<file path="src/rtl/param_register_file.sv">
// Parametrised register file with sequenced init, optional zero register and write-to-read bypass.
// Optional pending-register scoreboard enabled by defining REGFILE_SCOREBOARD_EN.
module param_register_file #(
    parameter int DATA_W    = 32,
    parameter int ADDR_W    = 5,
    parameter int NUM_RD    = 2,
    parameter int ZERO_REG  = 1,
    parameter int INIT_MODE = 1,
    parameter int BYPASS    = 1
) (
    input  logic                       clk,
    input  logic                       reset,
    input  logic [NUM_RD*ADDR_W-1:0]   rd_addr,
    output logic [NUM_RD*DATA_W-1:0]   rd_data,
    input  logic                       wr_en,
    input  logic [ADDR_W-1:0]          wr_addr,
    input  logic [DATA_W-1:0]          wr_data,
    input  logic                       rsv_en,
    input  logic [ADDR_W-1:0]          rsv_addr,
    output logic [NUM_RD-1:0]          rd_busy,
    output logic                       ready
);

    localparam int DEPTH = 1 << ADDR_W;

    typedef enum logic {
        INIT = 1'b0,
        RUN  = 1'b1
    } state_t;

    state_t              state;
    logic [ADDR_W-1:0]   init_cnt;
    logic [DATA_W-1:0]   mem [DEPTH];
    logic [DATA_W-1:0]   init_val;
    logic                run;
    logic                wr_ok;

    assign run = (state == RUN);

    // Writes to the hardwired zero register never reach storage.
    assign wr_ok = run && wr_en && !((ZERO_REG != 0) && (wr_addr == '0));

    always_comb begin
        init_val = '0;
        if (INIT_MODE == 1)
            init_val = DATA_W'(init_cnt);
    end

    always_ff @(posedge clk or posedge reset) begin
        if (reset) begin
            state    <= INIT;
            init_cnt <= '0;
            ready    <= 1'b0;
        end else begin
            case (state)
                INIT: begin
                    init_cnt <= init_cnt + 1'b1;
                    if (init_cnt == ADDR_W'(DEPTH - 1)) begin
                        state <= RUN;
                        ready <= 1'b1;
                    end
                end
                RUN: begin
                    ready <= 1'b1;
                end
                default: begin
                    state    <= INIT;
                    init_cnt <= '0;
                    ready    <= 1'b0;
                end
            endcase
        end
    end

    // Storage has no reset: the init engine rewrites every entry after each reset.
    always_ff @(posedge clk) begin
        if (!run)
            mem[init_cnt] <= init_val;
        else if (wr_ok)
            mem[wr_addr] <= wr_data;
    end

    always_comb begin
        rd_data = '0;
        for (int k = 0; k < NUM_RD; k++) begin
            if (!run)
                rd_data[k*DATA_W +: DATA_W] = '0;
            else if ((ZERO_REG != 0) && (rd_addr[k*ADDR_W +: ADDR_W] == '0))
                rd_data[k*DATA_W +: DATA_W] = '0;
            else if ((BYPASS != 0) && wr_en && (wr_addr == rd_addr[k*ADDR_W +: ADDR_W]))
                rd_data[k*DATA_W +: DATA_W] = wr_data;
            else
                rd_data[k*DATA_W +: DATA_W] = mem[rd_addr[k*ADDR_W +: ADDR_W]];
        end
    end

`ifdef REGFILE_SCOREBOARD_EN
    logic [DEPTH-1:0] pending;

    // Set is applied after clear so a new producer wins over a retiring one.
    always_ff @(posedge clk or posedge reset) begin
        if (reset) begin
            pending <= '0;
        end else if (run) begin
            if (wr_en)
                pending[wr_addr] <= 1'b0;
            if (rsv_en && !((ZERO_REG != 0) && (rsv_addr == '0)))
                pending[rsv_addr] <= 1'b1;
        end
    end

    always_comb begin
        rd_busy = '0;
        for (int k = 0; k < NUM_RD; k++) begin
            rd_busy[k] = run && pending[rd_addr[k*ADDR_W +: ADDR_W]];
            if ((ZERO_REG != 0) && (rd_addr[k*ADDR_W +: ADDR_W] == '0))
                rd_busy[k] = 1'b0;
            if ((BYPASS != 0) && wr_en && (wr_addr == rd_addr[k*ADDR_W +: ADDR_W]))
                rd_busy[k] = 1'b0;
        end
    end
`else
    logic unused_rsv;
    assign unused_rsv = ^{rsv_en, rsv_addr};
    assign rd_busy    = '0;
`endif

endmodule

</file>
<file path="config.mk">
export PLATFORM = sky130hd
export DESIGN_NAME = param_register_file
export DESIGN_NICKNAME = d
export VERILOG_FILES = /design/src/rtl/param_register_file.sv
export SDC_FILE = /design/constraint.sdc
export NUM_CORES = 1
export LEC_CHECK = 0
export CAP_MARGIN = 20
export CELL_PAD_IN_SITES_DETAIL_PLACEMENT = 0
export CELL_PAD_IN_SITES_GLOBAL_PLACEMENT = 2
export CORE_MARGIN = 5
export CORE_UTILIZATION = 52
export CTS_CLUSTER_DIAMETER = 100
export DETAILED_ROUTE_END_ITERATION = 6
export GPL_TIMING_DRIVEN = 0
export PLACE_DENSITY_LB_ADDON = 0.12
export SYNTH_ARGS = -nofsm -noshare
export SYNTH_HDL_FRONTEND = slang
export SYNTH_SLANG_ARGS = --single-unit
</file>
<file path="constraint.sdc">
create_clock -name clk -period 6.6 [get_ports clk]
set_input_delay 1.98 -clock clk [delete_from_list [all_inputs] [get_ports clk]]
set_output_delay 1.98 -clock clk [all_outputs]
set_load 0.05 [all_outputs]
</file>
==> metrics.yaml <==
status: "finished with violations"
violations: "setup timing"
critPathArrivalTime_ps: 4700
grt_pass1_vias: 32000
num_rows: 113
first_pass_iters: 6
finalSetupTns_ps: -723
powerDensity_nw_per_um2: 259
place_ws_ps: -2140
drive_gt1_frac: 0.325
relSlewSlack: 0.217
whs_path_depth: 1
r2r_slack_ps: 2740
synth-seq-area-share: 0.625
dpl.hpwl_um: 136000
final_area_sq_um: 59100
grt_pass1_wl_um: 261000
syn_area_per_cell_sq_um: 17.4
ir_worst_vdd_mv: 0.239
path_buf_inv: 6
cts-root-buf: "clkbuf_16"
setup.worst_path.end_class: "primary output"
max_freq_mhz: 150
fin_crit_sh: 1.01
clk_pin_slew_ps: 60
critical_path_depth: 9
min_from: "ready"
crit_chain: "clkdlybuf4s50_1 > buf_8 > buf_6 > buf_6 > buf_8 > a21oi_1 > nor3b_2 > o221a_2 > buf_2"
final_util: 0.624
syn_to_final_growth_pct: 19.6
final.min_clock_period_ps: 6680
syn-instance-count: 2836
min_path_type: "flip-flop to flip-flop"
routed-via-count: 32700
synth_ff_type: "edfxtp_1"
tightest_slew_ps: 1170
cp_slowest_stage_delay_ps: 560
total_power_uw: 15300
cts_made_buffers: 106
nets: 3189
setup_violations: 24
initial_core_util: 0.522
worstSetupPathType: "primary input to primary output"
dieArea_sq_um: 101000
io_pins: 123
cts_tree: "built"
rr_startpoint: "run"
synth_edf_count: 1024
clkLatencyLatePin_ps: 700
yosysWarnings: 0
drv_slew: 0
viasPerCell: 7.29
critical_path.max_fanout: 10
cts.sink_count: 1031
coreArea_sq_um: 94700
placed_area_sq_um: 53600
hold_buffers: 0
synthArstFlopShare: 0.00679
synth.distinct_cells: 50
antenna_found_initial: 11
cp_slowest_cell: "clkdlybuf4s50_1"
crit_path_start_kind: "primary input"
max-cap-violations: 0
whs_endpoint: "ready"
p_leak_uw: 0.0213
grt_max_degree: 33
rsz0062_at_grt: "true"
die_width_um: 318
reg2reg_depth: 6
portBuffers: 106
drc: 0
h-tree-depth: 3
r2r-end: "mem[1][26]"
grt_overflow: 0
critPathTopFamily: "buffers and inverters"
fillers: 6855
ys_ff_latch: 1031
final_hold_viol_count: 0
wl_per_cell_um: 43.2
drt_iter0_drc: 5201
postRouteAntennaNets: 0
cts_buffer_depth: 3
finClkSkew_ps: 19.5
syn_area_sq_um: 49400
layout_setup_ws_ps: -81.6
track_usage: 0.374
cp_data_required_time_ps: 4620
die_h_um: 318
wirelength_um: 194000
place.gp.congestion: 0.974
-- report_power, final --
part           total (uW)  switching, uW  leakage, uW  internal [uW]
Sequential           7220           3.85       0.0106           7220
Clock                6230           2600      0.00173           3630
Combinational        1840           1220      0.00898            617
Total               15300           3830       0.0213          11500
-- cell type report --
| type | instances | area [sq um] | share of cell area |
|---|---|---|---|
| sequential | 1031 | 30900 | 0.523 |
| clock inverter | 68 | 702 | 0.0119 |
| buffer | 237 | 1980 | 0.0334 |
| inverter | 7 | 26.3 | 0.000444 |
| tap | 1265 | 1580 | 0.0268 |
| multi-input combinational | 1555 | 18200 | 0.308 |
| clock buffer | 128 | 2840 | 0.0481 |
| timing repair buffer | 193 | 2850 | 0.0483 |
| antenna | 7 | 17.5 | 0.000296 |
-- layout by cell type (no fill, tap or decap), types with 27 or more instances in the layout --
cell type / instances
buf_4: 54
buf_8: 37
buf_12: 30
o221ai_1: 43
mux2i_1: 451
and2_1: 35
clkbuf_2: 46
edfxtp_1: 1024
o221ai_2: 29
mux2_2: 46
o22ai_1: 86
clkbuf_1: 36
clkdlybuf4s50_1: 39
nand3_1: 30
mux4_2: 320
clkbuf_4: 36
buf_6: 43
nor2_4: 29
clkdlybuf4s15_2: 27
buf_2: 43
buf_16: 40
nand2_1: 43
a22oi_1: 59
clkbuf_16: 112
nor2b_1: 51
o21ai_0: 63
o211a_1: 38
-- stage by stage --
step / hold WS (ps) / instances
floorplan: 498 / 2837
global placement: 454 / 4208
detailed placement: 472 / 4265
CTS: 493 / 4460
global route: 516 / 4484
finish: 497 / 4491
-- repair_timing --
item                       in CTS  in global routing
buffers inserted                5                  0
gates resized for setup       640                 88
setup endpoints to repair      64                 58
pin swaps                       9                  5
-- cell families (layout without fill, tap and decap cells) --
group	after synthesis	after routing	synth area share
adders and majority gates	2	2	0.000506
muxes	821	821	0.248
buffers and inverters	251	633	0.0269
DFF	1031	1031	0.625
other	1	9	0.0000758
and+or+nand+nor	239	239	0.0254
xor gates and xnor gates	13	13	0.00230
AOI/OAI and AO/OA	478	478	0.0710
-- layer usage --
layer	vias to the layer above	wire, um	share of wire	global-route usage
li1	12600	-	-	-
met1	17200	69400	0.36	0.495
met5	-	62	0.00032	0
met4	10	11100	0.057	0.178
met3	503	25100	0.13	0.115
met2	2454	88300	0.46	0.571
-- synth_stat cells, types with 2 or more instances --
cell	instances	area (sq um)
nand2_1	45	169
a211o_1	11	96.3
o22ai_1	87	544
nor2_1	38	143
a41oi_1	14	123
o21ai_0	81	405
a22oi_1	59	443
o31a_1	2	17.5
xnor2_1	5	43.8
mux2_2	46	518
or3_1	3	18.8
inv_1	7	26.3
o31ai_1	8	60.1
and3_1	4	25.0
o221ai_1	83	727
o211ai_1	5	37.5
buf_2	57	285
edfxtp_1	1024	30700
o311ai_0	2	17.5
o221a_2	12	135
a21oi_1	27	135
nor4_1	2	12.5
clkbuf_1	110	413
a31oi_1	16	100
o32ai_1	4	35.0
nand2b_1	9	56.3
buf_4	33	248
dfrtp_1	7	175
and2_1	35	219
mux4_2	320	7210
buf_6	26	293
mux2i_1	455	4550
ha_1	2	25.0
o211a_1	38	380
xor2_1	8	70.1
nor3b_1	2	15.0
o2111ai_1	26	228
or2_2	4	25.0
buf_1	18	67.6
nor2b_1	56	350
nand3_1	36	180
-- worst max path at each step --
stage,from,endpoint
3_3_place_gp,rd_addr[7],rd_data[49]
2_1_floorplan,rd_addr[7],rd_data[40]
6_report,rd_addr[2],rd_data[1]
3_5_place_dp,rd_addr[2],rd_data[1]
5_1_grt,rd_addr[5],rd_data[62]
4_1_cts,wr_addr[3],rd_data[53]
-- worst register-to-register path: cells and delay by family, from the launching register on --
family,cells,cell delay (ps)
AO/OA/AOI/OAI,2,1310
AND/OR/NAND/NOR,2,980
buffers and inverters,2,790
flip-flops,1,430
-- sequential cells by signal, summed over array words and instances, names as in the netlist --
name	count
init_cnt	5
run	1
ready	1
mem	1024
No activity file was read; power rests on OpenSTA's default activity.
==> RTL change: new RTL, config.mk and constraints unchanged <==
Change the parameter `DATA_W` from 32 to 24.
--- a/src/rtl/param_register_file.sv
+++ b/src/rtl/param_register_file.sv
@@ -1,7 +1,7 @@
 // Parametrised register file with sequenced init, optional zero register and write-to-read bypass.
 // Optional pending-register scoreboard enabled by defining REGFILE_SCOREBOARD_EN.
 module param_register_file #(
-    parameter int DATA_W    = 32,
+    parameter int DATA_W    = 24,
     parameter int ADDR_W    = 5,
     parameter int NUM_RD    = 2,
     parameter int ZERO_REG  = 1,
Interface: changed (resized rd_data and wr_data); port bits go from 123 to 99. No check against the original RTL was run, so the function may have changed too.
==> RTL change against the unedited design <==
  * The flow still finishes with violations (setup timing)
  * Cell area is 27% lower
  * Worst hold slack worse by 0.0017 ns
  * First-iteration DRC count decreased by 47%
  * Setup slack better by 0.044 ns
  * Sequential share of layout area increased by 1.3 points
  * Cell count down 24%
  * Count of clock-buffer cells in the layout down 22
  * Routed wire length is 35% lower
  * Synthesized area shrank 24%
  * Power decreased by 27%
  * Via count is 28% lower
  * Sequential cell count decreased by 256
  * Critical path type unchanged
  * Critical endpoint is now rd_data[31]
==> RTL change: results <==
[placed_design]
io_buffer_count = 82
placed_cells = 3266
dpl-instance-area_sq_mm = 0.04000
dp_hpwl_um = 87290
gp_congestion = 1.048

[layout]
buf_share_pct = 5.397
largestRegisters = "mem x768, init_cnt x5"
nClkBuffers = 106
signal_buffers = 285
inv_count = 5
clk_share_pct = 5.729
seq_cells = 775
multi_input_area_sq_mm = 0.01406
antennaDiodeCount = 1
seq_area_sq_mm = 0.02324
multi_input_comb_cells = 1251

[yosys]
synthArstFlopShare_pct = 0.9032
ys_top_cells_by_area = "edfxtp_1, mux4_2, mux2i_1"
synth_area_per_cell_sq_um = 16.87
synthAdderAreaFrac_pct = 0.06680
synth_xor_area_share_pct = 0.3040
muxShareOfSynthArea_pct = 23.58

[sta]
tns_ns = -0.1073
relSlewSlack_pct = 34.04
finalClockSkew_ns = 0.02315
setup_slack_ns = -0.03779
setup_viol = 7

[clock_tree]
numCtsBuffers = 82

[drt]
highest_layer = "met4"
drt_first_pass_iters = 5
wl_met1_um = 52370
viasPerCell = 6.921
routedWlPerCell_um = 36.83
first_iter_violations = 2733
met3WireLength_um = 13380

[outcome]
violations = "setup timing"
status = "finished, violations left"

[power_and_ir_drop]
ir_drop_v = 0.0002920

[global_routing]
grt_pass1_wl_um = 174600
grtUsageTotal_pct = 31.84
antenna_found_initial = 1
grt_pass1_vias = 23103
met2_usage_pct = 45.84
grt.met3_usage_pct = 8.112

[worst_setup_path]
endpoint = "rd_data[31]"
critPathLaunch = "rd_addr[6]"
rr_endpoint = "mem[15][7]"
regToRegSetupSlack_ns = 3.19
arrival_ns = 4.66
[RTL change: changes by cell type after synthesis, moves of 46 or more]
cell	before	now
mux2i_1	455	338
o221ai_1	83	1
a22oi_1	59	1
edfxtp_1	1024	768
a22o_1	0	46
nor2b_1	56	4
mux4_2	320	238
a21oi_1	27	84
[RTL change: power breakdown]
group / internal [mW] / switching (mW)
Combinational: 0.429 / 0.862
Clock: 2.46 / 1.94
Sequential: 5.43 / 0.00360
Total: 8.32 / 2.80
[RTL change: kinds of logic (layout without fill, tap and decap cells)]
logic type                 count (synthesis)  after routing
DFF                                      775            775
muxes                                    584            584
AOI/OAI and AO/OA                        425            425
and+or+nand+nor                          225            225
buffers and inverters                    195            439
xor gates and xnor gates                  13             13
adders and majority gates                  2              2
other                                      1              3
[RTL change: repair_timing]
action                     4_1_cts  5_1_grt
pin swaps                        7        5
hold endpoints to repair         0        0
gates resized for setup        504       54
buffers inserted                 0        1
setup endpoints to repair       48       45
